===== config.mk =====
export PLATFORM = sky130hd
export DESIGN_NAME = seven_seg_scan_driver_flat
export DESIGN_NICKNAME = d
export VERILOG_FILES = /design/src/rtl/seven_seg_scan_driver_if.sv /design/src/rtl/seven_seg_scan_driver.sv /design/src/flat_wrapper.sv
export SDC_FILE = /design/constraint.sdc
export NUM_CORES = 1
export LEC_CHECK = 0
export ABC_CLOCK_PERIOD_IN_PS = 2600
export CORE_ASPECT_RATIO = 0.5
export CORE_UTILIZATION = 35
export DETAILED_ROUTE_END_ITERATION = 6
export PLACE_DENSITY = 0.59
export SLEW_MARGIN = 20
export SYNTH_ARGS = -nofsm -noshare
export SYNTH_HDL_FRONTEND = slang
export SYNTH_SLANG_ARGS = --single-unit
export TNS_END_PERCENT = 50

===== constraint.sdc =====
create_clock -name clk -period 2.6 [get_ports clk]
set_input_delay 0.39 -clock clk [delete_from_list [all_inputs] [get_ports clk]]
set_output_delay 0.39 -clock clk [all_outputs]
set_load 0.02 [all_outputs]

===== src/rtl/seven_seg_scan_driver_if.sv =====
// Bus between the score/game logic and the 7-segment scan driver.
// Writer side: enable, wr_en/wr_idx/wr_code buffer writes, blink/dp masks.
// Display side: seg_out {a,b,c,d,e,f,g,dp}, one-hot digit_sel, frame_start.
interface seven_seg_scan_driver_if #(
    parameter int unsigned NUM_DIGITS = 8,
    parameter int unsigned IDX_W      = 3
);
    logic                  enable;
    logic                  wr_en;
    logic [IDX_W-1:0]      wr_idx;
    logic [7:0]            wr_code;
    logic [NUM_DIGITS-1:0] blink_mask;
    logic [NUM_DIGITS-1:0] dp_mask;
    logic [7:0]            seg_out;
    logic [NUM_DIGITS-1:0] digit_sel;
    logic                  frame_start;

    modport master (
        output enable, wr_en, wr_idx, wr_code, blink_mask, dp_mask,
        input  seg_out, digit_sel, frame_start
    );

    modport slave (
        input  enable, wr_en, wr_idx, wr_code, blink_mask, dp_mask,
        output seg_out, digit_sel, frame_start
    );
endinterface


===== src/rtl/seven_seg_scan_driver.sv =====
// Multiplexed N-digit 7-segment scan driver with per-digit blink and dp masks.
// Ports: clk, rst (sync, active-high), bus (slave modport): enable, buffer
// write port (wr_en/wr_idx/wr_code), blink_mask, dp_mask in; registered
// seg_out, digit_sel and frame_start out (1 cycle after the state they show).
module seven_seg_scan_driver #(
    parameter int unsigned NUM_DIGITS   = 8,
    parameter int unsigned SCAN_DIV     = 1000,
    parameter int unsigned BLINK_FRAMES = 250,
    parameter int unsigned IDX_W        = 3
) (
    input  logic                    clk,
    input  logic                    rst,
    seven_seg_scan_driver_if.slave  bus
);
    localparam int unsigned SEL_W   = (NUM_DIGITS > 1)   ? $clog2(NUM_DIGITS)   : 1;
    localparam int unsigned PRESC_W = (SCAN_DIV > 1)     ? $clog2(SCAN_DIV)     : 1;
    localparam int unsigned FRAME_W = (BLINK_FRAMES > 1) ? $clog2(BLINK_FRAMES) : 1;
    localparam logic [7:0]  BLANK   = 8'd34;

    logic [SEL_W-1:0]   idx, idx_nxt;
    logic [PRESC_W-1:0] presc, presc_nxt;
    logic [FRAME_W-1:0] frame_cnt, frame_cnt_nxt;
    logic               blink_phase, blink_phase_nxt;
    logic               wrapped, wrapped_nxt;
    logic [7:0]         digit_buf [NUM_DIGITS];

    logic               wr_ok_c;
    logic [SEL_W-1:0]   wr_sel_c;
    logic [7:0]         seg_c;
    logic [NUM_DIGITS-1:0] sel_c;

    // Glyph code to segment pattern, bit 7 = a ... bit 0 = dp.
    function automatic logic [7:0] glyph(input logic [7:0] code);
        case (code)
            8'd0:  return 8'hFC;  8'd1:  return 8'h60;  8'd2:  return 8'hDA;
            8'd3:  return 8'hF2;  8'd4:  return 8'h66;  8'd5:  return 8'hB6;
            8'd6:  return 8'hBE;  8'd7:  return 8'hE4;  8'd8:  return 8'hFE;
            8'd9:  return 8'hF6;  8'd10: return 8'hEE;  8'd11: return 8'h3E;
            8'd12: return 8'h34;  8'd13: return 8'h7A;  8'd14: return 8'h9E;
            8'd15: return 8'h8E;  8'd16: return 8'hBC;  8'd17: return 8'h6E;
            8'd18: return 8'h0C;  8'd19: return 8'h70;  8'd20: return 8'h0E;
            8'd21: return 8'h1C;  8'd22: return 8'h2A;  8'd23: return 8'h3A;
            8'd24: return 8'hCE;  8'd25: return 8'hE6;  8'd26: return 8'h0A;
            8'd27: return 8'hB6;  8'd28: return 8'h1E;  8'd29: return 8'h38;
            8'd30: return 8'h38;  8'd31: return 8'h66;  8'd32: return 8'hDA;
            8'd33: return 8'h6C;  8'd34: return 8'h00;  8'd35: return 8'hFF;
            8'd36: return 8'h02;
            default: return 8'hFF;
        endcase
    endfunction

    // Scan sequencing: prescaler -> digit index -> frame counter -> blink phase.
    // wrapped remembers an index wrap until the digit-0 output edge emits it,
    // so frame_start lines up with digit_sel showing digit 0 even across a pause.
    always_comb begin
        presc_nxt       = presc;
        idx_nxt         = idx;
        frame_cnt_nxt   = frame_cnt;
        blink_phase_nxt = blink_phase;
        wrapped_nxt     = wrapped;
        if (bus.enable) begin
            wrapped_nxt = 1'b0;
            if (presc == PRESC_W'(SCAN_DIV - 1)) begin
                presc_nxt = '0;
                if (idx == SEL_W'(NUM_DIGITS - 1)) begin
                    idx_nxt     = '0;
                    wrapped_nxt = 1'b1;
                    if (frame_cnt == FRAME_W'(BLINK_FRAMES - 1)) begin
                        frame_cnt_nxt   = '0;
                        blink_phase_nxt = ~blink_phase;
                    end else begin
                        frame_cnt_nxt = frame_cnt + FRAME_W'(1);
                    end
                end else begin
                    idx_nxt = idx + SEL_W'(1);
                end
            end else begin
                presc_nxt = presc + PRESC_W'(1);
            end
        end
    end

    // Display decode from the pre-edge index and buffer; blink beats dp.
    always_comb begin
        seg_c = glyph(digit_buf[idx]) | {7'b0, bus.dp_mask[idx]};
        if (blink_phase && bus.blink_mask[idx]) begin
            seg_c = 8'h00;
        end
        sel_c = NUM_DIGITS'(1) << idx;
    end

    always_comb begin
        wr_ok_c  = bus.wr_en && (32'(bus.wr_idx) < NUM_DIGITS);
        wr_sel_c = SEL_W'(bus.wr_idx);
    end

    // Scan state and registered outputs.
    always_ff @(posedge clk) begin
        if (rst) begin
            idx             <= '0;
            presc           <= '0;
            frame_cnt       <= '0;
            blink_phase     <= 1'b0;
            wrapped         <= 1'b0;
            bus.seg_out     <= 8'h00;
            bus.digit_sel   <= '0;
            bus.frame_start <= 1'b0;
        end else begin
            idx             <= idx_nxt;
            presc           <= presc_nxt;
            frame_cnt       <= frame_cnt_nxt;
            blink_phase     <= blink_phase_nxt;
            wrapped         <= wrapped_nxt;
            bus.seg_out     <= bus.enable ? seg_c : 8'h00;
            bus.digit_sel   <= bus.enable ? sel_c : '0;
            bus.frame_start <= bus.enable && wrapped;
        end
    end

    // Glyph-code buffer; out-of-range indices are dropped.
    always_ff @(posedge clk) begin
        if (rst) begin
            for (int unsigned i = 0; i < NUM_DIGITS; i++) begin
                digit_buf[i] <= BLANK;
            end
        end else if (wr_ok_c) begin
            digit_buf[wr_sel_c] <= bus.wr_code;
        end
    end
endmodule


===== src/flat_wrapper.sv =====
// flat-port wrapper written by rule: the top's interface ports become plain ports
module seven_seg_scan_driver_flat 
#(
    parameter int unsigned NUM_DIGITS   = 8,
    parameter int unsigned SCAN_DIV     = 1000,
    parameter int unsigned BLINK_FRAMES = 250,
    parameter int unsigned IDX_W        = 3
)
  (clk, rst, bus_enable, bus_wr_en, bus_wr_idx, bus_wr_code, bus_blink_mask, bus_dp_mask, bus_seg_out, bus_digit_sel, bus_frame_start);
  seven_seg_scan_driver_if #(.NUM_DIGITS(NUM_DIGITS), .IDX_W(IDX_W)) bus_i ();
  input  logic clk;
  input  logic rst;
  input wire logic [$bits(bus_i.enable)-1:0] bus_enable;
  input wire logic [$bits(bus_i.wr_en)-1:0] bus_wr_en;
  input wire logic [$bits(bus_i.wr_idx)-1:0] bus_wr_idx;
  input wire logic [$bits(bus_i.wr_code)-1:0] bus_wr_code;
  input wire logic [$bits(bus_i.blink_mask)-1:0] bus_blink_mask;
  input wire logic [$bits(bus_i.dp_mask)-1:0] bus_dp_mask;
  output wire logic [$bits(bus_i.seg_out)-1:0] bus_seg_out;
  output wire logic [$bits(bus_i.digit_sel)-1:0] bus_digit_sel;
  output wire logic [$bits(bus_i.frame_start)-1:0] bus_frame_start;
  assign bus_i.enable = bus_enable;
  assign bus_i.wr_en = bus_wr_en;
  assign bus_i.wr_idx = bus_wr_idx;
  assign bus_i.wr_code = bus_wr_code;
  assign bus_i.blink_mask = bus_blink_mask;
  assign bus_i.dp_mask = bus_dp_mask;
  assign bus_seg_out = bus_i.seg_out;
  assign bus_digit_sel = bus_i.digit_sel;
  assign bus_frame_start = bus_i.frame_start;
  seven_seg_scan_driver #(.NUM_DIGITS(NUM_DIGITS), .SCAN_DIV(SCAN_DIV), .BLINK_FRAMES(BLINK_FRAMES), .IDX_W(IDX_W)) u_core (.clk(clk), .rst(rst), .bus(bus_i));
endmodule

* After elaboration in Yosys (flattened, before gate mapping)
Memories as Yosys holds them, arrays and structs flattened. A register that Yosys moved wholly into a read port is not among the register bits.
Cells that the tools add are included.
** Cells by class
- Add/subtract/negate cells :: 3
- Magnitude comparators :: 1
- Equal/unequal tests :: 3
- Shift-type cells :: 1
- Multiplexer cells :: 20
- Bitwise logic cells :: 3
- Reductions and logical operators :: 9
** Operator list (number)
- two-way mux 8 bit :: 3
- two-way mux 3 bit :: 4
- adder 10 x 1 -> 10 bit, second input constant :: 1
- == test 10 bit, second input constant :: 1
- two-way mux 1 bit :: 10
- two-way mux 10 bit :: 1
- adder 8 x 1 -> 8 bit, second input constant :: 1
- == test 8 bit, second input constant :: 1
- bitwise OR 8 x 1 -> 8 bit :: 1
- OR reduction 8 bit :: 1
- << shifter 1 x 3 -> 8 bit, first input constant :: 1
- binary-select mux 1 bit (select 3 bit) :: 2
- less-than comparator 3 x 4 -> 1 bit, second input constant :: 1
- AND reduction 4 bit :: 1
- adder 3 x 1 -> 3 bit, second input constant :: 1
- == test 3 bit, second input constant :: 1
- AND reduction 3 bit :: 1
- OR reduction 3 bit :: 1
- logical AND 1 bit :: 2
- zero test 2 bit :: 1
- inverter 1 bit :: 2
- AND reduction 2 bit :: 1
- OR reduction 2 bit :: 1
** Word-level totals
- Bits in registers :: 40
- Memory bits (writable) :: 64
- ROM bits :: 512
- Bits of input ports :: 31
- Output and inout port bits :: 17
- Logic and storage cells :: 50
- Memories :: 2
** Memories
- (no name shown) :: words 64, bits a word 8, rd ports 1, clocked after memory_dff 0, write ports 0, RTL line seven_seg_scan_driver.sv:34 : case (code)
- u_core.digit_buf :: words 8, bits a word 8, rd ports 1, clocked after memory_dff 1, write ports 8, RTL line seven_seg_scan_driver.sv:25 : logic [7:0] digit_buf [NUM_DIGITS];

* Logic depth before layout (Yosys ltp)
Gate-level depths: netlist of the first run.
- Word-level depth :: 5
- Gate-level depth with buffers :: 10
- Gate-level depth less buffers :: 8

* Worst setup path before layout of the first run
Ideal clock, no wire load.
- Path type :: reg-to-reg
- From :: reg (tool-made name)
- To :: reg u_core.bus.seg_out[6]
- Setup time :: 0.115 ns
- Data arrival time :: 2.498 ns
- Data required time :: 2.485 ns
- Setup slack :: -0.013 ns
- Stages on the path, launching flop included :: 11
- Path buffers :: 2
- Clock period less this slack :: 2.613 ns
- Path through :: dfxtp_1 buf_6 buf_2 mux4_2 mux2i_2 inv_1 ha_1 nand2b_1 a311oi_1 nor3_1 o21a_1
** RTL lines
- end signal, assigned :: RTL line seven_seg_scan_driver.sv:114 : bus.seg_out <= bus.enable ? seg_c : 8'h00;
- end, declared :: RTL line seven_seg_scan_driver_if.sv:25 : output seg_out, digit_sel, frame_start

==> impl_results.md, run 1 <==
* Status: finished, final reports clean
* Post-synth EDFFs at 64
* Worst setup EP type: flip-flop
* Iteration-0 DRC count of the detailed router at 291
* Largest net degree at the start of global routing at 27
* Multi-input gate area at 2336 um^2
* Area contributors post-synth: edfxtp_1 37%, dfxtp_1 17%, mux4_2 6.9%, and2_1 5.9%, ha_1 3.6%
* Final worst setup slack at 0.1570 ns
* Filler cell count at ~1400
* Post-layout util at 44.01%
* Power per Cell Area at 568.1 nW/um^2
* Fraction of layout cells with a size suffix above 1 at 17.41%
* CTS tree: yes
* Setup TNS at 0 ns
* Root Driver: clkbuf_16
* Nets at 558
* Overall routing resource usage at 15.65%
* PortBufs at 47
* # diodes at 0
* Slowest CP cell: mux4_2
* Chip width at around 170 um
* RD Place Congestion at 0.8543
* Synth warnings at 0
* Syn avg cell area at 11.71 um^2
* Critical path peak fanout at 4
* Met2 routed WL at 5.240 mm
* Hpwl dp at 8.108 mm
* Post-Syn Nets at just under 500
* Uppermost layer routed: met4
* Slew Limit Fails at 0
* Vias at 3584
* Share of the synthesized area in the top cell type at 36.89%
* CTS buffer count at 9
* Arr. time, crit path at 2.67 ns
* Row count at 31
* Mapped Area at 5210 um^2
* Skew-Pair Late Insertion Delay at 0.34 ns
* Setup Skew at 0.006496 ns
* Maxcap violations at 0
* Post-synth top cells: 64 x edfxtp_1, 49 x and2_1, 48 x nor2_1
* Crit Path Class: flip-flop to flip-flop
* Total power at 3.627 mW
* Hold slack at ~0.45 ns
* Lkg Pwr at between 2 and 2.5 nW
* Worst path max stage delay at 0.52 ns
* Wire per inst at 16.07 um
* Placed instance area at 6057 um^2
* H-tree depth at 3
* Worst-margin pin slew at roughly 0.52 ns
* Fmax at about 0.4 GHz
* Seq/Total Area, Yosys at between 50% and 60%
* ANT nets after route at 0
* Critical path launch point type: flip-flop
* Vias in the first global route at 3403
* Clock Path Buffers at 2
* CP cell instances: mux4_2, mux2_2, inv_1, ha_2, and2_1, a21oi_1, o221a_1, o41a_1
* Global-route wire length before repair at about 18 mm
* Yosys reg bits at 107
* Reg area at 2785 um^2
* Ys async rst share at 0%
* Post-synth cell types at 54
* Worst ir drop on vdd at 310.7 uV
* Top_reg_cell synth: edfxtp_1
* Gr ovfl total at 0
* Reg clk slew, reported paths at roughly 0.08 ns
* Critical path required time at between 2 and 3 ns
* Placed insts at 699
* Sink Count at 107
* Ports at 48
* Hold-fix buffers, CTS at 0
* Via density per instance at 5.013
* Die area at 15410 um^2
* Layout Cells excl Fill at 715
* Final hold vios at 0
* Final setup viols at 0
* Area Growth Syn to Fin at 22.55%
* DR pass1 iterations at 5
* Most frequent cell after synthesis: edfxtp_1
* Core Area at 14510 um^2
* Starting Density at 35.92%
* Slew headroom at 65.14%
* Yosys top cell by area: edfxtp_1
* # DRC at 0
* Crit path time final at 2.443 ns
* Mapped Cells at ~450
* Die height at 88.27 um
* Fin crit share at between 90% and 100%
* Met1 Wirelength at 5.576 mm
* Placement Setup Slack at 0.06002 ns
* Hold Path Class: flip-flop to flip-flop
* Layout Cell Area excl Fill at 6385 um^2
* Routed wire length at 11.49 mm
* RSZ-0062 raised after global routing: no
* Initial antenna violation count at 0
* Metal3 WL at just over 500 um
-- flip-flops by register name, summed over array words and instances (netlist names), named ones only --
register and flops:
u_core.blink_phase 1, u_core.bus.digit_sel 8, u_core.bus.frame_start 1, u_core.bus.seg_out 8, u_core.digit_buf 64, u_core.frame_cnt 8, u_core.idx 3, u_core.presc 10
u_core.wrapped 1
-- worst max-delay path, delay by kind of cell, from the launching register on --
kind,cells,cell delay (ns)
AO/OA/AOI/OAI,3,0.62
adder cells (fa/ha/maj),1,0.22
buffers and inverters,1,0.12
flip-flops,1,0.39
multiplexers,2,0.83
AND/OR/NAND/NOR,1,0.15
-- kinds of logic after synthesis --
| group | after synthesis | share of synthesized area [%] |
|---|---|---|
| compound gates | 52 | 7.109 |
| xor+xnor | 17 | 2.858 |
| fa+ha+maj | 15 | 3.602 |
| buf+inv | 25 | 2.257 |
| flops | 107 | 53.41 |
| mux | 31 | 10.33 |
| simple gates | 198 | 20.44 |
-- timing repair --
action	in CTS	in global routing
endpoints found under the setup margin	0	8
hold endpoints to repair	0	0
setup buffers	0	0
gates resized for setup	0	7
-- layout by cell type (no fill, tap or decap), types with 11 or more instances in the layout --
cell type,Yosys,layout
ha_1,15,13
buf_4,2,25
edfxtp_1,64,64
and2_1,49,49
clkdlybuf4s50_1,0,47
nor2_1,48,48
or2_2,12,12
mux4_2,16,16
nand3_1,11,11
dfxtp_1,43,41
nand2b_1,22,22
nand2_1,22,22
nor3_1,13,13
a21oi_1,15,15
-- where the power goes --
part	switching, mW	internal (mW)
Sequential	0.0202	1.87
Combinational	0.193	0.162
Clock	0.632	0.753
-- layer usage --
metal | track usage [%] | up-vias
li1 | - | 1737
met1 | 20.43 | 1722
met2 | 26.01 | 106
met4 | 4.506 | 0
met3 | 4.124 | 19
met5 | 0 | -
-- area by class of cell --
cell class | count | area share, %
clock buffers | 12 | 4.194
flip-flops and latches | 107 | 43.62
inverters | 8 | 0.4703
clock inverters | 4 | 0.6271
well taps | 198 | 3.880
repair buffers | 73 | 10.62
multi-input cells | 313 | 36.59
-- final timing paths --
check / from / endpoint / slack [ns] / cells after the start
worst max-delay path: flip-flop / u_core.bus.seg_out[1] / 0.16 / 8
worst min-delay path: u_core.wrapped / u_core.bus.frame_start / 0.45 / 2
worst max register to register: flip-flop / u_core.bus.seg_out[1] / 0.16 / 8
worst min register to register: u_core.wrapped / u_core.bus.frame_start / 0.45 / 2
Power figures use the tool's default switching activity.
==> run 2: changes to the inputs <==
Settings changed: TNS_END_PERCENT 50 to 100.
==> results of run 2 <==
Final layout, timing and power as in run 1 (identical DEF).
==> run 3: changes to the inputs <==
Settings changed: ABC_AREA set to 1, CORE_ASPECT_RATIO 0.5 to not set, SKIP_CTS_REPAIR_TIMING set to 1.
==> run 3 against run 2 <==
Combinational power grew 7.0%. Via count up 27%. Design area grew 0.96%. Clock power is 3% higher. Maximum frequency is 6.3% higher. Non-clock buffer count decreased by 19. Setup slack improved by 0.14 ns. Sequential cell count unchanged. Sequential share of layout area decreased by 0.45 points. Global-route usage up 1.7 points. Hold slack worse by 0.0022 ns. Clock-buffer cell count down 1.
==> impl_results.md, run 3 <==
* Row count at 45 (+45%)
* Switching pwr at 0.9097 mW (+7.7%)
* Vias in the first global route at 4362 (+28%)
* Crit path time final at 2.299 ns (-0.1442 ns)
* Area Growth Syn to Fin at 17.22%
* Post-synth EDFFs at 64 (unchanged)
* Fmax at 0.4350 GHz (+6.3%)
* RSZ-0062 raised after global routing: no
* Starting Density at 36.04% (+0.12 points)
* Die area at 16220 um^2 (+5.3%)
* Synth warnings at 0 (unchanged)
* Slew headroom at 66.00% (+0.86 points)
* Worst reg2reg endpoint: u_core.bus.seg_out[6]
* Mapped Area at 5499 um^2 (+5.5%)
* Switching part of the total at 24.59% (+1.3 points)
* Hold Path End: u_core.bus.frame_start
* Internal Power at 2.790 mW (+0.27%)
* Skew-Pair Late Insertion Delay at 0.36 ns (+0.02 ns)
* PortBufs at 47 (unchanged)
* Filler cell count at 1512 (+12%)
* Part of the power in registers at 51.3% (-0.7 points)
* Chip width at 127.3 um (-27%)
* Placement Setup Slack at 0.2946 ns (+0.2346 ns)
* Hold path cells at 2 (unchanged)
* Sink Count at 107 (unchanged)
* Largest reg by FF count: u_core.digit_buf
* Yosys top cell by area: edfxtp_1
* Multi-input gate area at 2241 um^2 (-4.1%)
* Ports at 48 (unchanged)
* Ys async rst share at 0% (unchanged)
* Lkg Pwr at 2.645 nW (+20%)
* Critical path launch point type: flip-flop
* Setup Skew at 0.006457 ns (-0.00003874 ns)
* Via density per instance at 4.871 (-2.8%)
* CTS buffer count at 9 (unchanged)
* Root Driver: clkbuf_16
* Worst R2R Setup Slack at 0.30 ns (+0.14 ns)
* R2R cell count at 12 (+4)
* Final worst setup slack at 0.3012 ns (+0.1442 ns)
* Fraction of layout cells with a size suffix above 1 at 6.906% (-11 points)
* Syn avg cell area at 8.171 um^2 (-30%)
* Post-synth cell types at 40 (-26%)
* Worst setup EP type: flip-flop
* Nets at 765 (+37%)
* Initial antenna violation count at 0 (unchanged)
* ANT nets after route at 0 (unchanged)
* Worst ir drop on vdd at 375.1 uV (+21%)
* Global-route wire length before repair at 21.60 mm (+19%)
* # diodes at 0 (unchanged)
* Mapped Cells at 673 (+51%)
* Area contributors post-synth: edfxtp_1 35%, dfxtp_1 16%, nand2_1 12%, nor2_1 6.9%, inv_1 5.5%
* Core Area at 15260 um^2 (+5.2%)
* Comb power frac at 10.3% (+0.5 points)
* Layout Cell Area excl Fill at 6446 um^2 (+0.96%)
* Maxcap violations at 0 (unchanged)
* Iteration-0 DRC count of the detailed router at 325 (+12%)
* Top_reg_cell synth: edfxtp_1
* Critical path required time at 2.84 ns (about the same)
* CTS tree: yes
* Placed instance area at 6132 um^2 (+1.2%)
* Gr ovfl total at 0 (unchanged)
* Post-Syn Nets at 719 (+46%)
* Die height at 127.3 um (+44%)
* Final setup viols at 0 (unchanged)
* Status: finished, final reports clean
* Clock share of power at 38.4% (+0.2 points)
* # DRC at 0 (unchanged)
* H-tree depth at 3 (unchanged)
* Hold Path Class: flip-flop to flip-flop
* Fin crit share at 88.41% (-5.5 points)
* Commonest non-fill, non-tap cells in the layout: 170 x nand2_1, 101 x nor2_1, 80 x inv_1, 64 x edfxtp_1, 55 x nand3_1
* Largest register FFs at 64 (unchanged)
* Largest net degree at the start of global routing at 32 (+19%)
* Arr. time, crit path at 2.54 ns (-0.13 ns)
* Share of the synthesized area in the top cell type at 34.95% (-1.9 points)
* Slew Limit Fails at 0 (unchanged)
* Reg area at 2783 um^2 (about the same)
* RD Place Congestion at 0.9110 (+6.6%)
* Commonest non-fill, non-tap cell in the layout: nand2_1
* Wire per inst at 14.11 um (-12%)
* Worst-margin pin slew at 0.5092 ns (-0.01172 ns)
* Routed wire length at 13.19 mm (+15%)
* Setup TNS at 0 ns (unchanged)
* Yosys reg bits at 107 (unchanged)
* Crit Path Class: flip-flop to flip-flop
* Post-synth top cells: 170 x nand2_1, 101 x nor2_1, 80 x inv_1
* Most frequent cell after synthesis: nand2_1
* Final hold vios at 0 (unchanged)
* Vias at 4554 (+27%)
* Overall routing resource usage at 17.31% (+1.7 points)
* Reg clk slew, reported paths at 0.07 ns (about the same)
* Hpwl dp at 9.519 mm (+17%)
* Power per Cell Area at 573.9 nW/um^2 (+1.0%)
* Critical path peak fanout at 31 (+27)
* Clock Path Buffers at 2 (unchanged)
* Top flop regs: u_core.digit_buf x64, u_core.presc x10
* Seq/Total Area, Yosys at 50.60% (-2.8 points)
* DR pass1 iterations at 5 (unchanged)
* Hold path start: u_core.wrapped
-- run 3: changes by cell type after synthesis, sizes merged, moves of 20 or more --
| cell | before | now |
|---|---|---|
| nand2 | 22 | 178 |
| inv | 8 | 84 |
| nand3 | 11 | 64 |
| nor2 | 49 | 102 |
| and2 | 49 | 1 |
| nand2b | 22 | 0 |
| o21ai | 2 | 24 |
| a21oi | 15 | 35 |
-- run 3: worst max path at each step --
stage,from,to,slack [ns]
3_5_place_dp,rst,u_core.digit_buf[7][5],0.29
6_report,flip-flop,u_core.bus.seg_out[6],0.30
2_1_floorplan,flip-flop,u_core.bus.seg_out[2],0.71
3_3_place_gp,flip-flop,u_core.bus.seg_out[6],0.35
5_1_grt,flip-flop,u_core.bus.seg_out[6],0.02
4_1_cts,flip-flop,u_core.bus.seg_out[6],0.33
-- run 3: cell families after synthesis --
group	Yosys count	share of synthesized area, %
adder cells (fa/ha/maj)	15	3.413
XOR/XNOR	3	0.4779
AND/OR/NAND/NOR	378	30.31
AO/OA/AOI/OAI	66	6.553
flip-flops	107	50.60
buffers and inverters	104	8.646
-- run 3: metal layers --
metal	global-route usage, %	share of wire [%]	up-vias
met5	0	0	-
li1	-	-	2277
met1	21.92	45	2096
met2	27.90	46	150
met4	8.543	3.1	0
met3	3.894	5.6	31
-- run 3: area by class of cell --
| type | instances | area share, % |
|---|---|---|
| sequential | 107 | 43.17 |
| timing repair buffer | 54 | 8.113 |
| multi-input combinational | 462 | 34.76 |
| clock buffer | 11 | 4.270 |
| inverter | 85 | 4.988 |
| clock inverter | 5 | 0.6017 |
| tap | 211 | 4.095 |
-- run 3: power groups by stage --
stage	logic, mW	clock network, mW	registers (mW)
finish	0.381	1.42	1.90
floorplan	0.223	0	1.94
global placement	0.378	0	1.93
detailed placement	0.379	0	1.94
CTS	0.381	1.46	1.90
global route	0.424	1.52	1.90
-- run 3: through the flow --
| step | hold WS, ns | utilization [%] | instances | power (mW) |
|---|---|---|---|---|
| floorplan | 0.4097 | - | 673 | 2.164 |
| global placement | 0.4322 | 40.19 | 919 | 2.312 |
| detailed placement | 0.4354 | 40.19 | 919 | 2.315 |
| CTS | 0.4501 | 42.25 | 935 | 3.734 |
| global route | 0.4818 | 42.25 | 935 | 3.847 |
| finish | 0.4432 | 42.25 | 935 | 3.699 |
-- run 3: worst max-delay path, cell delays in order (launching register included) --
cell and delay [ns]:
dfxtp_1 0.32, inv_2 0.38, nand2_1 0.12, nand3_1 0.12, nand2_1 0.08, o21ai_1 0.20
buf_4 0.17, ha_1 0.18, inv_1 0.05, nand2_1 0.12, nand4_1 0.10, a21oi_1 0.23
a21oi_1 0.10
